===== src/rtl/vpu_dst_port.sv =====
// vpu_dst_port -- destination-side SRAM write port of the VPU.
//
// Packs R = SRAM_DATA_WIDTH/RESULT_WIDTH lane results into one SRAM word.
// Packed words go into a small FIFO. The FIFO drains to one SRAM write port
// over a req/ack handshake, at consecutive beat addresses.
//
// Ports:
//   clk, rst            clock, synchronous active-high reset
//   start_i             one-cycle command pulse (honoured only in IDLE)
//   base_addr_i, len_i  first beat address / beat count, sampled with start_i
//   busy_o, done_o      command in progress / one-cycle completion pulse
//   result_valid_i/_data_i/_ready_o  lane result stream (valid/ready)
//   req_o, ack_i        SRAM write handshake; beat moves on req_o && ack_i
//   addr_o, wdata_o     beat address and data, stable while req_o && !ack_i
//   wlast_o             marks the final beat of the command
module vpu_dst_port #(
    parameter int SRAM_DATA_WIDTH = 512,
    parameter int RESULT_WIDTH    = 128,
    parameter int ADDR_WIDTH      = 16,
    parameter int LEN_WIDTH       = 8,
    parameter int BUF_DEPTH       = 4
) (
    input  logic                       clk,
    input  logic                       rst,
    input  logic                       start_i,
    input  logic [ADDR_WIDTH-1:0]      base_addr_i,
    input  logic [LEN_WIDTH-1:0]       len_i,
    output logic                       busy_o,
    output logic                       done_o,
    input  logic                       result_valid_i,
    input  logic [RESULT_WIDTH-1:0]    result_data_i,
    output logic                       result_ready_o,
    output logic                       req_o,
    input  logic                       ack_i,
    output logic [ADDR_WIDTH-1:0]      addr_o,
    output logic [SRAM_DATA_WIDTH-1:0] wdata_o,
    output logic                       wlast_o
);
    localparam int R      = SRAM_DATA_WIDTH / RESULT_WIDTH;
    localparam int RSH    = $clog2(R);
    localparam int LANE_W = (R > 1) ? RSH : 1;
    localparam int ACC_W  = LEN_WIDTH + RSH;
    localparam int PTR_W  = $clog2(BUF_DEPTH);
    localparam int CNT_W  = PTR_W + 1;

    typedef enum logic [1:0] {S_IDLE, S_RUN, S_DONE} state_t;

    state_t                     r_state, w_state_nxt;
    logic [ADDR_WIDTH-1:0]      r_base;
    logic [LEN_WIDTH-1:0]       r_len;
    logic [ACC_W-1:0]           r_acc;
    logic [LEN_WIDTH-1:0]       r_wr_cnt;
    logic [LANE_W-1:0]          r_lane;
    logic [SRAM_DATA_WIDTH-1:0] r_pack;
    logic [SRAM_DATA_WIDTH-1:0] r_buf [BUF_DEPTH];
    logic [PTR_W-1:0]           r_rd_ptr, r_wr_ptr;
    logic [CNT_W-1:0]           r_count;

    logic                       w_run, w_start, w_lane_last, w_full, w_empty;
    logic                       w_accept, w_push, w_pop, w_last_beat;
    logic [ACC_W-1:0]           w_total;
    logic [SRAM_DATA_WIDTH-1:0] w_word;

    assign w_run       = (r_state == S_RUN);
    assign w_start     = (r_state == S_IDLE) && start_i;
    assign w_lane_last = (r_lane == LANE_W'(R - 1));
    // Registered count only: a pop in this cycle does not free the slot, so
    // result_ready_o never depends on ack_i.
    assign w_full      = (r_count == CNT_W'(BUF_DEPTH));
    assign w_empty     = (r_count == '0);
    assign w_total     = ACC_W'(r_len) << RSH;
    assign w_last_beat = (r_wr_cnt == r_len - LEN_WIDTH'(1));

    // Only the lane-R-1 accept needs a free slot. Earlier lanes just fill
    // the packer register.
    assign result_ready_o = w_run && (r_acc < w_total) && !(w_lane_last && w_full);
    assign w_accept       = result_valid_i && result_ready_o;
    assign w_push         = w_accept && w_lane_last;
    assign w_pop          = req_o && ack_i;

    assign req_o   = w_run && !w_empty;
    assign addr_o  = r_base + ADDR_WIDTH'(r_wr_cnt);
    assign wdata_o = req_o ? r_buf[r_rd_ptr] : '0;
    assign wlast_o = req_o && w_last_beat;
    assign busy_o  = (r_state != S_IDLE);
    assign done_o  = (r_state == S_DONE);

    // Packer view including this cycle's result. It is pushed directly when
    // the result fills the last lane.
    always_comb begin
        w_word = r_pack;
        for (int k = 0; k < R; k++) begin
            if (r_lane == LANE_W'(k))
                w_word[k*RESULT_WIDTH +: RESULT_WIDTH] = result_data_i;
        end
    end

    always_comb begin
        w_state_nxt = r_state;
        case (r_state)
            S_IDLE:  if (start_i) w_state_nxt = (len_i != '0) ? S_RUN : S_DONE;
            S_RUN:   if (w_pop && w_last_beat) w_state_nxt = S_DONE;
            S_DONE:  w_state_nxt = S_IDLE;
            default: w_state_nxt = S_IDLE;
        endcase
    end

    always_ff @(posedge clk) begin
        if (rst) begin
            r_state  <= S_IDLE;
            r_base   <= '0;
            r_len    <= '0;
            r_acc    <= '0;
            r_wr_cnt <= '0;
            r_lane   <= '0;
            r_pack   <= '0;
            r_rd_ptr <= '0;
            r_wr_ptr <= '0;
            r_count  <= '0;
        end else begin
            r_state <= w_state_nxt;
            if (w_start) begin
                r_base   <= base_addr_i;
                r_len    <= len_i;
                r_acc    <= '0;
                r_wr_cnt <= '0;
                r_lane   <= '0;
                r_pack   <= '0;
                r_rd_ptr <= '0;
                r_wr_ptr <= '0;
                r_count  <= '0;
            end else begin
                if (w_accept) begin
                    r_acc  <= r_acc + ACC_W'(1);
                    r_lane <= w_lane_last ? '0 : r_lane + LANE_W'(1);
                    r_pack <= w_word;
                end
                if (w_push) begin
                    r_buf[r_wr_ptr] <= w_word;
                    r_wr_ptr        <= r_wr_ptr + PTR_W'(1);
                end
                if (w_pop) begin
                    r_rd_ptr <= r_rd_ptr + PTR_W'(1);
                    r_wr_cnt <= r_wr_cnt + LEN_WIDTH'(1);
                end
                case ({w_push, w_pop})
                    2'b10:   r_count <= r_count + CNT_W'(1);
                    2'b01:   r_count <= r_count - CNT_W'(1);
                    default: r_count <= r_count;
                endcase
            end
        end
    end
endmodule


===== config.mk =====
export PLATFORM = sky130hd
export DESIGN_NAME = vpu_dst_port
export DESIGN_NICKNAME = d
export VERILOG_FILES = /design/src/rtl/vpu_dst_port.sv
export SDC_FILE = /design/constraint.sdc
export NUM_CORES = 2
export LEC_CHECK = 0
export ABC_AREA = 1
export CORE_AREA = 2 2 552 554
export CTS_CLUSTER_SIZE = 16
export DETAILED_ROUTE_END_ITERATION = 12
export DIE_AREA = 0 0 554 556
export GPL_TIMING_DRIVEN = 1
export MAX_ROUTING_LAYER = met4
export PLACE_DENSITY = 0.55
export SYNTH_ARGS = -nofsm -noshare
export SYNTH_HDL_FRONTEND = slang
export SYNTH_SLANG_ARGS = --single-unit
export TNS_END_PERCENT = 20

===== constraint.sdc =====
create_clock -name clk -period 38.9 [get_ports clk]
set_input_delay 5.835 -clock clk [delete_from_list [all_inputs] [get_ports clk]]
set_output_delay 5.835 -clock clk [all_outputs]
set_load 0.01 [all_outputs]

* Word-level counts from Yosys, hierarchy flattened
Memory sizes are Yosys's and may differ from the RTL's. A register that Yosys moved wholly into a read port is not among the register bits.
Cells that the tools add are included.
** Storage, ports and cells
- Memories :: 1
- Bits in writable memories :: 2048
- Word-level logic and storage cells :: 69
- Output and inout port bits :: 533
- Input port bits :: 157
- Register bits after elaboration :: 565
** Memory list
- r_buf :: words 4, bits a word 512, read ports 1, clocked after Yosys merged registers in 1, wr ports 1, RTL line 55 : logic [SRAM_DATA_WIDTH-1:0] r_buf [BUF_DEPTH];
** Cells by class
- Muxes and demuxes :: 17
- $lt $le $gt $ge :: 1
- Reduce and logical (&&, ||, !) cells :: 20
- Add/subtract/negate cells :: 9
- Eq/ne operators :: 11
** Operators by type and width (number)
- 128-bit 2-to-1 mux :: 4
- 512-bit 2-to-1 mux :: 1
- 16-bit by 8-bit adder with 16-bit output :: 1
- 2-bit 2-to-1 mux :: 6
- 10-bit by 1-bit adder with 10-bit output (second input constant) :: 1
- 1-bit logical AND :: 10
- 10-bit less-than comparator :: 1
- 8-bit by 1-bit adder with 8-bit output (second input constant) :: 1
- 2-bit == test (second input constant) :: 4
- 8-bit == test :: 1
- 8-bit nonzero test :: 1
- 8-bit by 1-bit subtractor with 8-bit output (second input constant) :: 1
- 2-bit by 1-bit adder with 2-bit output (second input constant) :: 3
- 2-bit by 1-bit == test with 1-bit output (second input constant) :: 3
- 3-bit one-hot mux with 2 select lines :: 1
- 2-bit zero test :: 2
- 1-bit 2-to-1 mux :: 4
- 2-bit one-hot mux with 2 select lines :: 1
- 2-bit nonzero test :: 2
- 3-bit by 1-bit adder with 3-bit output (second input constant) :: 1
- 3-bit == test (second input constant) :: 1
- 3-bit zero test :: 1
- 3-bit by 1-bit subtractor with 3-bit output (second input constant) :: 1
- 1-bit zero test :: 2
- other kinds (4) :: 4

* Depth between registers and ports, before layout
- Depth in word-level cells :: 10
- Depth in mapped cells :: 17
- Depth with buffers taken out :: 17

* Worst setup path after synthesis
OpenSTA, ideal clock, no wires.
- Path kind :: input to register
- Start :: input port result_valid_i
- End :: memory r_buf[0][0], enable pin
- Stages on the path :: 5
- Path slack :: 9.985 ns
- Data required time :: 37.498 ns
- Arrival :: 27.513 ns
- Library setup time :: 1.402 ns
- Path through :: inv_1 nor2_2 buf_2 nand3_1 nor2_1
** Between the ends
- Cells in the longest elaborated chain, start to end :: 6
** Ends and longest elaborated chain
- start, declared :: RTL line 30 : input logic result_valid_i,
- 1-bit logical AND :: RTL line 77 : assign w_accept = result_valid_i && result_ready_o;
- 1-bit logical AND :: RTL line 78 : assign w_push = w_accept && w_lane_last;
- 1-bit 2-to-1 mux :: RTL line 138 : if (w_push) begin
- 1-bit 2-to-1 mux :: RTL line 122 : if (w_start) begin
- 1-bit 2-to-1 mux :: RTL line 109 : if (rst) begin
- 1-bit 2-to-1 mux (implied by the code) :: RTL line 139 : r_buf[r_wr_ptr] <= w_word;
- end, declared :: RTL line 55
No other way between the ends.

==> results.md <==
* Fill count at ~28,000
* Total GRT Usage at 20.42%
* Post-DRT Antenna Nets at 0
* Area Growth Syn to Fin at 18.80%
* Largest family of logic cells by synthesized area: simple AND/OR/NAND/NOR gates
* Via density at 5.139
* Final Critical Period at 13.74 ns
* Total CTS buffers at 287
* Sw frac at roughly 21%
* Initial Util at 34.84%
* Ys Warns at 0
* # DRC at 0
* Post-synthesis simple-gate area fraction at 13.13%
* Core area at 302,000 µm²
* Synth top area cells: edfxtp_1 (58%), dfxtp_1 (11%), nor2_1 (7.6%), nand2_1 (5.3%), a21oi_1 (5.1%)
* Leading register cell type out of synthesis: edfxtp_1
* # port buffers at 689
* RSZ-0062 raised after global routing: false
* Final setup violation count at 0
* Lkg Pwr at 41.79 nW
* Post-CTS Setup Repair Bufs at 0
* Max Cap Viol at 0
* Total Neg Setup Slack at 0 ns
* Slew headroom at around 16%
* Arr. time, crit path at 7.90 ns
* Final Max Slew Viols at 0
* Root Buffer Master: clkbuf_16
* Clock share of power at approximately 46%
* EDFF count, synth at a little over 2,000
* Die width at 554 µm
* Clock transition at path regs at 0.06 ns
* Worst hold margin at 0.4564 ns
* Psw at 1.272 mW
* Maximum number of pins on one net before global-route repair at 241
* Syn nets at 9,749
* Mux cell area share after synthesis at just over 4%
* Clock sink count at about 2,600
* Final Hold Vio Count at 0
* First-pass GRT wire length at 463,300 µm
* Post-Syn Instances at roughly 9,600
* Boundary Pins at 690
* Seq pwr share at 50.8%
* Final period util at a little over a third
* # rows at 202
* Synth Area in XOR/XNOR at 0.2331%
* PwrDens at about 47 nW/µm²
* Setup CP Type: register to output pin
* Worst setup SP type: register
* Die Outline Area at 308,000 µm²
* Yosys cell types at 33
* Worst Setup End Kind: output pin
* WL/cell at about 22 µm
* Clk Latency, worst-skew pair at 0.89 ns
* DR vias at 73,094
* Clock Skew at 0.03984 ns
* Hold Crit Class: register to register
* Pint at between 4 and 5 mW
* Sequential area share after synthesis at 69.23%
* WP data required at 33.07 ns
* Util after Layout at 41.39%
* Reg2Reg Depth at 15
* GRT Residual Overflow at 0
* Synth async-reset ratio at 0%
* TritonCTS clock tree: done
* Post-Syn Area at roughly 110,000 µm²
* Die Ht at 556 µm
* Initial DRC count at roughly 6,400
* Combinational Power Share at 3.2%
* Vias in the first global route at 68,532
* First-pass DRT Iterations at 6
* Worst VDD drop at around 0.000032 V
* Post-layout nets at 10,185
* Synthesized-area fraction occupied by adder cells at 0.3591%
* Register area at 72,860 µm²
* Status: finished clean
* Detail Placement HPWL at about 180,000 µm
* Initial antenna violation count at 15
* CTS resizes at 0
* Compound-Gate Fraction of Synth Area at 10.19%
* Syn avg cell area at 11.00 µm²
* Share of Yosys cell area claimed by the top area cell type at 58.45%
* Area occupied by multi-input gates at 29,570 µm²
* Slew @ Worst Pin at 1.265 ns
* R2r setup slk at 31.49 ns
* CP Max Fanout at 92
* Achievable Freq at 72.80 MHz
* Ratio of cells with drive above 1 in the final layout at 8.996%
* Total routed wirelength at 318,000 µm
* Clock Path Buffers at 4
* #FFs+latches synth at 2,615
* Gp weighted congestion at 0.8087
* Hold Crit Depth at 2
* Deepest level of the CTS H-tree at 5
* Cell taking the most area after synthesis: edfxtp_1
* Hold_buf cts at 0
[Yosys cell counts (all sizes together) (7+ instances only)]
cell    number
nor2      2122
edfxtp    2048
nand2     1491
a21oi     1065
o21ai     1064
dfxtp      567
clkbuf     432
mux2       384
buf        216
inv         65
ha          27
xor2        22
nand3       20
nor3         8
nand4        7
[flip-flops by register name, summed over array words and instances (netlist names), named ones only]
signal	count
r_acc	10
r_base	16
r_buf	2048
r_count	3
r_lane	2
r_len	8
r_pack	512
r_rd_ptr	2
r_state	2
r_wr_cnt	8
r_wr_ptr	2
[power by group through the flow]
stage | combinational, mW | clock (mW) | sequential [mW]
after floorplan | 0.104 | 0 | 3.07
after global placement | 0.185 | 0 | 3.07
after detailed placement | 0.189 | 0 | 3.07
after CTS | 0.189 | 2.78 | 3.01
after global routing | 0.201 | 2.89 | 3.01
final | 0.189 | 2.73 | 3.01
[worst max-delay path, stage by stage (launching register included)]
cell and delay (ns):
dfxtp_4 0.61, buf_4 0.58, buf_4 0.75, buf_4 0.91
buf_4 0.82, buf_4 0.73, buf_4 0.88, nor2_1 0.11
nor2_1 0.13, o21ai_0 0.11, a21oi_1 0.44, clkdlybuf4s50_1 0.64
[path summary, 6_finish.rpt]
check	endpoint	from
setup reg to reg	r_buf[3][350]	r_len[6]
hold / removal	r_pack[228]	r_pack[228]
hold reg to reg	r_pack[228]	r_pack[228]
setup / recovery	wdata_o[487]	register
[cells by family (layout without fill, tap and decap cells)]
group,count (synthesis),in the layout
and+or+nand+nor,3657,3657
DFF,2615,2615
AOI/OAI and AO/OA,2137,2137
buffers and inverters,713,1388
muxes,384,384
adders and majority gates,29,29
xor gates and xnor gates,28,28
other,0,8
[cells in the final DEF (no fill, tap or decap), types with 42 or more instances in the layout]
| cell type | netlist | routed |
|---|---|---|
| dfxtp_1 | 567 | 565 |
| clkbuf_1 | 432 | 76 |
| inv_1 | 60 | 59 |
| a21oi_1 | 1065 | 1065 |
| mux2_2 | 384 | 384 |
| clkinv_2 | 0 | 42 |
| clkbuf_16 | 0 | 292 |
| buf_4 | 12 | 91 |
| clkdlybuf4s50_1 | 0 | 689 |
| nand2_1 | 1490 | 1490 |
| o21ai_0 | 1064 | 1064 |
| nor2_1 | 2121 | 2117 |
| edfxtp_1 | 2048 | 2048 |
[per-stage QoR]
stage / worst slack [ns] / std cells / cell area, µm² / power (mW)
final: 25.16 / 14224 / 125000 / 5.926
after global routing: 24.58 / 14223 / 125000 / 6.100
after CTS: 25.07 / 14216 / 125000 / 5.982
after detailed placement: 26.00 / 13688 / 115600 / 3.257
after global placement: 25.97 / 13688 / 115600 / 3.253
after floorplan: 9.985 / 9563 / 105200 / 3.171
[area by class of cell]
| class | instances | share of cell area, % |
|---|---|---|
| Antenna cell | 8 | 0.01601 |
| Clock buffer | 392 | 6.338 |
| Clock inverter | 136 | 1.196 |
| Inverter | 65 | 0.2232 |
| Multi-Input combinational cell | 6235 | 23.66 |
| Sequential cell | 2615 | 58.28 |
| Tap cell | 3978 | 3.982 |
| Timing Repair Buffer | 795 | 6.304 |
[layer usage]
layer / vias to the layer above / track usage (%) / part of all wire (%)
met5: - / - / 0
met4: 0 / 5.535 / 2.6
met1: 36387 / 27.69 / 44
li1: 33957 / - / -
met3: 439 / 2.907 / 6.1
met2: 2311 / 32.05 / 47
No activity file was read; power rests on OpenSTA's default activity.
